File: src/rtl/urv_dmem_ctrl.sv
`default_nettype none
// ============================================================================
//  Module   : urv_dmem_ctrl
//  Purpose  : Data-memory access controller between X and writeback stages.
//             Optional misalignment trap: define URV_DM_MISALIGN_EN.
//  Revision : 1.0  initial release
// ============================================================================
module urv_dmem_ctrl #(
    parameter int DM_ADDR_WIDTH = 32
) (
    input  logic                     clk_i,
    input  logic                     rst_i,

    input  logic                     x_valid_i,
    input  logic                     x_load_i,
    input  logic                     x_store_i,
    input  logic [2:0]               x_fun_i,
    input  logic [31:0]              x_dm_addr_i,
    input  logic [31:0]              x_rs2_value_i,
    input  logic                     w_stall_i,

    output logic [DM_ADDR_WIDTH-1:0] dm_addr_o,
    output logic [31:0]              dm_data_s_o,
    output logic [3:0]               dm_data_select_o,
    output logic                     dm_load_o,
    output logic                     dm_store_o,
    input  logic                     dm_ready_i,
    input  logic [31:0]              dm_data_l_i,

    output logic [31:0]              dm_data_l_o,
    output logic                     dm_load_done_o,
    output logic                     dm_store_done_o,
    output logic                     dm_misaligned_o
);

`ifdef URV_DM_MISALIGN_EN
    localparam bit c_misalign_en = 1'b1;
`else
    localparam bit c_misalign_en = 1'b0;
`endif

    typedef enum logic [1:0] {
        ST_IDLE = 2'd0,
        ST_REQ  = 2'd1,
        ST_DONE = 2'd2
    } state_t;

    state_t r_state;
    state_t w_state_nxt;

    logic [DM_ADDR_WIDTH-1:0] r_addr;
    logic [31:0]              r_data_s;
    logic [3:0]               r_sel;
    logic                     r_load;
    logic                     r_store;
    logic [31:0]              r_data_l;
    logic                     r_load_done;
    logic                     r_store_done;
    logic                     r_misaligned;

    logic                     w_req;
    logic                     w_is_byte;
    logic                     w_is_half;
    logic                     w_misaligned;
    logic                     w_retire;
    logic [3:0]               w_sel;
    logic [31:0]              w_data_s;
    logic                     w_unused;

    // x_fun_i[2] only selects sign extension, which writeback performs.
    assign w_unused = x_fun_i[2];

    // Reserved size codes (x11, 110) fall through to the word case.
    assign w_is_byte = (x_fun_i[1:0] == 2'b00);
    assign w_is_half = (x_fun_i[1:0] == 2'b01);
    assign w_req     = x_valid_i & (x_load_i | x_store_i);
    assign w_retire  = ~w_stall_i | ~x_valid_i;

    assign w_misaligned = c_misalign_en &
                          ((w_is_half & x_dm_addr_i[0]) |
                           (~w_is_byte & ~w_is_half & (x_dm_addr_i[1:0] != 2'b00)));

    always_comb begin
        w_sel    = 4'b1111;
        w_data_s = x_rs2_value_i;
        if (w_is_byte) begin
            w_sel    = 4'b0001 << x_dm_addr_i[1:0];
            w_data_s = {4{x_rs2_value_i[7:0]}};
        end else if (w_is_half) begin
            w_sel    = x_dm_addr_i[1] ? 4'b1100 : 4'b0011;
            w_data_s = {2{x_rs2_value_i[15:0]}};
        end
    end

    always_comb begin
        w_state_nxt = r_state;
        case (r_state)
            ST_IDLE: begin
                if (w_req) begin
                    w_state_nxt = w_misaligned ? ST_DONE : ST_REQ;
                end
            end
            ST_REQ: begin
                if (dm_ready_i) begin
                    w_state_nxt = ST_DONE;
                end
            end
            ST_DONE: begin
                if (w_retire) begin
                    w_state_nxt = ST_IDLE;
                end
            end
            default: w_state_nxt = ST_IDLE;
        endcase
    end

    always_ff @(posedge clk_i) begin
        if (!rst_i) begin
            r_state <= ST_IDLE;
        end else begin
            r_state <= w_state_nxt;
        end
    end

    always_ff @(posedge clk_i) begin
        if (!rst_i) begin
            r_addr       <= '0;
            r_data_s     <= '0;
            r_sel        <= '0;
            r_load       <= 1'b0;
            r_store      <= 1'b0;
            r_data_l     <= '0;
            r_load_done  <= 1'b0;
            r_store_done <= 1'b0;
            r_misaligned <= 1'b0;
        end else begin
            case (r_state)
                ST_IDLE: begin
                    if (w_req) begin
                        r_addr   <= {x_dm_addr_i[DM_ADDR_WIDTH-1:2], 2'b00};
                        r_sel    <= w_sel;
                        r_data_s <= w_data_s;
                        if (w_misaligned) begin
                            // Skip the bus entirely so writeback is released at once.
                            r_load_done  <= x_load_i;
                            r_store_done <= ~x_load_i;
                            r_misaligned <= 1'b1;
                            r_data_l     <= '0;
                        end else begin
                            r_load  <= x_load_i;
                            r_store <= ~x_load_i;
                        end
                    end
                end
                ST_REQ: begin
                    if (dm_ready_i) begin
                        r_load       <= 1'b0;
                        r_store      <= 1'b0;
                        r_load_done  <= r_load;
                        r_store_done <= r_store;
                        if (r_load) begin
                            r_data_l <= dm_data_l_i;
                        end
                    end
                end
                ST_DONE: begin
                    if (w_retire) begin
                        r_load_done  <= 1'b0;
                        r_store_done <= 1'b0;
                        r_misaligned <= 1'b0;
                    end
                end
                default: ;
            endcase
        end
    end

    assign dm_addr_o        = r_addr;
    assign dm_data_s_o      = r_data_s;
    assign dm_data_select_o = r_sel;
    assign dm_load_o        = r_load;
    assign dm_store_o       = r_store;
    assign dm_data_l_o      = r_data_l;
    assign dm_load_done_o   = r_load_done & x_valid_i;
    assign dm_store_done_o  = r_store_done & x_valid_i;
    assign dm_misaligned_o  = c_misalign_en ? r_misaligned : 1'b0;

endmodule
`default_nettype wire
File: config.mk
export PLATFORM = sky130hd
export DESIGN_NAME = urv_dmem_ctrl
export DESIGN_NICKNAME = d
export VERILOG_FILES = /design/src/rtl/urv_dmem_ctrl.sv
export SDC_FILE = /design/constraint.sdc
export NUM_CORES = 1
export LEC_CHECK = 0
export CAP_MARGIN = 20
export CORE_MARGIN = 2
export CORE_UTILIZATION = 35
export CTS_BUF_LIST = sky130_fd_sc_hd__clkbuf_4 sky130_fd_sc_hd__clkbuf_8 sky130_fd_sc_hd__clkbuf_16
export CTS_CLUSTER_DIAMETER = 40
export DETAILED_ROUTE_END_ITERATION = 16
export PLACE_DENSITY = 0.74
export REMOVE_ABC_BUFFERS = 1
export SKIP_CTS_REPAIR_TIMING = 1
export SLEW_MARGIN = 20
export SYNTH_ARGS = -nofsm -noshare
export SYNTH_HDL_FRONTEND = slang
export SYNTH_SLANG_ARGS = --single-unit
File: constraint.sdc
create_clock -name clk_i -period 1.8 [get_ports clk_i]
set_input_delay 0.36 -clock clk_i [delete_from_list [all_inputs] [get_ports clk_i]]
set_output_delay 0.36 -clock clk_i [all_outputs]
set_load 0.005 [all_outputs]
# Word level (Yosys, flattened, before mapping)
# Index checks and enable logic that the tools add are counted.
# classes
shift	1
n_eq_ne	6
n_addsub	0
n_div	0
n_reduce_logical	9
mul	0
order_cmp	0
bitwise	8
muxes	19
# op_table
operator	n
$mux W32	2
$mux W4	3
$reduce_and A3 Y1	4
$pmux W1 S2	4
$mux W1	6
$mux W2	3
$ne A2 B2 Y1 const B	3
$pmux W2 S3	1
$eq A2 B1 Y1 const B	2
$logic_not A2 Y1	2
$reduce_bool A2 Y1	2
$shl A1 B2 Y4 const A	1
$and A1 B1 Y1	3
$not A1 Y1	3
$eq A2 B2 Y1 const B	1
$or A1 B1 Y1	2
$reduce_and A2 Y1	1
# word_totals
ff_bits	104
n_memories	0
in_bits	106
mem_bits_ro	0
mem_bits_rw	0
latchBits	0

# Depth between registers and ports, before layout
# depth
ltp_word	4
depth_mapped	7

# Worst setup path before layout
# No wires, ideal clock.
# synth_timing
path_type	flip-flop to flip-flop
from	register r_state[0]
to	register r_data_s[30] (netlist: dm_data_s_o[30])
t_arrival_ps	1359
synth_period_minus_slack_ps	1491
setup_ps	131
path_stages_with_launch	8
setup_slack_ps	309
path_cell_list	dfxtp_1 buf_6 or3b_1 buf_2 nor2_2 buf_4 buf_6 o22ai_1
# synth_between
elab_chain_len	2
# synth_lines
element	line	rtl
start, declared	48	state_t r_state;
start signal, assigned	121	r_state <= w_state_nxt;
$logic_not A2 Y1	137	case (r_state)
$reduce_and A2 Y1 (no line)	-	
end signal, assigned	142	r_data_s <= w_data_s;
end, declared	52	logic [31:0] r_data_s;
# Every way passes these cells.
# A chain may end at the register's enable or synchronous reset.

# Worst setup path in the final report
# layout_timing
from	register r_store_done
to	output dm_store_done_o
# layout_between
elab_chain_len	1
# layout_lines
element	line	rtl
start, declared	58	logic r_store_done;
start signal, assigned	146	r_store_done <= ~x_load_i;
start signal, assigned	160	r_store_done <= r_store;
$and A1 B1 Y1	185	assign dm_store_done_o = r_store_done & x_valid_i;
end, declared	32	output logic dm_store_done_o,
# Every way passes these cells.

==> results by group <==
Synthesis
  – Synth Warn #: 0
  – Yosys top cell by area: dfxtp_1
  – #FFs+latches synth: approximately 100
  – Top-count cell post-synth: dfxtp_1
  – Synth cell count leaders: dfxtp_1 (104), a21oi_1 (97), nand2_1 (81)
  – FFs w/ async S/R, synth: 0%
  – Gate Count Post-Synth: 500
  – Sequential fraction of the synthesis area: between 40 and 50%
  – Average size of a mapped cell: between 8 and 9 µm²
  – Mapped cell area: between 4000 and 5000 µm²
  – Top cells by area, synth: dfxtp_1 (50%), a21oi_1 (12%), nand2_1 (7.3%)
  – Ys flop type: dfxtp_1
  – Count of cell types in the netlist: 32
  – Post-synth top area share: 49.7%
  – Post-synth EDFFs: 0

Floorplan
  – Die height: between 100 and 150 µm
  – I/O Pins: 211
  – Core area: around 12000 µm²
  – FP Rows: 39
  – Die X: around 110 µm
  – Total die area: between 10000 and 15000 µm²
  – Initial Util: 36.2%

Worst setup path
  – Reg2Reg Depth: 5
  – R2r setup slk: approximately 0.24 ns
  – Setup crit end kind: output port
  – Crit path capture: dm_store_done_o
  – CP Launch Type: register
  – Crit path max fanout: 2
  – CP Launch Point: r_store_done
  – RR Endpoint: dm_data_s_o[31]
  – WS Path Type: register to output port
  – Crit path arrival time: about 1.3 ns
  – Crit path required time: 1.44 ns
  – FF-to-FF Start: r_state[0]

Layout
  – Area of the multi-input gates: between 1500 and 2000 µm²
  – Fin nets: 801
  – Area delta synth->final: 63.8%
  – # fillers: between 900 and 1000
  – Fraction of layout cells with a size suffix above 1: just over 8%
  – Fin util: about three fifths
  – Register Area: roughly 2100 µm²
  – Diode count: 0

Min path
  – Hold WC Path Type: register to register

Route
  – Drt initial violations: 285
  – First drt pass iteration count: 12
  – WL per Instance: 16.0 µm
  – Via/cell ratio: 5.22
  – WL final: ~14 mm
  – Remaining antenna violation count: 0
  – Via count: 4399
  – DR DRC count: 2

Clock tree
  – H-tree levels: 3
  – Worst-path clk slew: ~0.070 ns
  – CTS buffer count: 9
  – Root Buffer: clkbuf_16
  – CTS sink count: approximately 100
  – Clock latency on the worst-skew pair: between 0.3 and 0.4 ns
  – Clock Path Buffers: 2
  – CTS tree: yes

Place
  – Port bufs: 206
  – GP Congestion: a little over 0.8
  – HPWL Detailed: just under 10 mm
  – Pre-CTS setup slack: -0.298 ns

GRT
  – Total Routing Usage GR: 20.3%
  – First-pass GRT wire length: ~21 mm
  – Number of antenna violations at the first check in global routing: 0
  – Pin count of the biggest net entering global routing: 54
  – Vias in the first global route: about 4200
  – Global route total overflow: 0

Outcome
  – Failing checks: design-rule violations
  – Run status: finished with violations

Power
  – Peak supply drop: about 440 µV
  – Leakage dissipation: between 0.002 and 0.0025 µW
  – PD cells: ~820 nW/µm²
  – Post-layout power: 5610 µW

Run
  – Max-cap violations: 0

Timing
  – Unrepaired setup endpoints after global routing: no
  – Final setup viols: 0
  – Final critical-path required period: 1.67 ns
  – Final hold vios: 0
  – Max-slew violation count: 0
  – Fin crit share: 93.0%
  – Final WS setup: approximately 0.13 ns
  – Max Fclk: roughly 0.6 GHz
  – Setup TNS: 0 ns
  – Setup Skew: about 0.0050 ns
[per-stage QoR]
stage          hold slack [ns]  cells  area [µm²]
2_1_floorplan            0.453    450        3960
3_3_place_gp             0.441    827        6540
3_5_place_dp             0.446    827        6540
4_1_cts                  0.455    843        6860
5_1_grt                  0.478    843        6870
6_report                 0.456    843        6870
[kinds of logic (layout without fill, tap and decap cells)]
family | after synthesis | after routing | share of synthesized area (%)
other cells | 1 | 3 | 0.0895
mux | 24 | 24 | 5.97
simple gates | 138 | 138 | 15.0
flops | 104 | 104 | 49.7
compound gates | 178 | 178 | 23.3
buf+inv | 55 | 253 | 6.00
[final cells by class]
cell class | count | area share [%]
clock buffers | 13 | 3.81
clock inverters | 3 | 0.948
inverters | 3 | 0.164
multi-input cells | 343 | 27.4
flip-flops and latches | 104 | 30.3
well taps | 143 | 2.61
repair buffers | 234 | 34.8
[where the power goes]
| group | total (µW) | switching [µW] | leakage [µW] | internal [µW] |
|---|---|---|---|---|
| Combinational | 999 | 406 | 0.00143 | 592 |
| Sequential | 2490 | 65.8 | 0.000849 | 2420 |
| Clock | 2130 | 823 | 0.000164 | 1300 |
| Total | 5610 | 1300 | 0.00244 | 4310 |
[cell usage in the layout (no fill, tap or decap), types with 2 or more instances in the layout]
cell and instances:
o211ai_1 4, bufinv_16 2, a21oi_1 97, clkbuf_4 3, conb_1 3, o22ai_1 8
nand3_1 39, nand4b_1 2, clkbuf_16 9, a311oi_1 10, nand3b_1 2, mux2i_1 16
buf_12 9, nand2_1 81, mux2_2 8, o21ai_0 44, inv_1 2, nand2b_1 2
clkdlybuf4s50_1 205, o21ai_1 4, a211oi_1 10, dfxtp_1 104, buf_4 19, and2_1 3
[state kept, by name, summed over array words and instances (netlist names)]
signal,cells
dm_data_s_o,32
dm_store_o,1
r_load_done,1
dm_addr_o,30
r_store_done,1
dm_data_l_o,32
r_state,2
dm_load_o,1
dm_data_select_o,4
[worst min-delay path by stage]
stage          slack [ns]               to             from  cells past startpoint
2_1_floorplan        0.45   dm_data_l_o[0]   dm_data_l_o[0]                      2
3_3_place_gp         0.44  dm_data_l_o[28]  dm_data_l_o[28]                      2
3_5_place_dp         0.45   dm_data_l_o[4]   dm_data_l_o[4]                      2
4_1_cts              0.46   dm_data_l_o[4]   dm_data_l_o[4]                      2
5_1_grt              0.48   dm_data_l_o[4]   dm_data_l_o[4]                      2
6_report             0.46   dm_data_l_o[4]   dm_data_l_o[4]                      2
[worst max-delay path, cell delays in order, from the launching register on]
cell	delay, ns
dfxtp_1	0.34
and2_1	0.13
clkdlybuf4s50_1	0.51
[metal layers]
layer / routed length (µm) / global-route usage [%]
met1: 5660 / 25.4
met2: 6490 / 34.5
met3: 1160 / 5.05
met4: 198 / 6.67
met5: 0 / 0
Power figures use the tool's default switching activity.
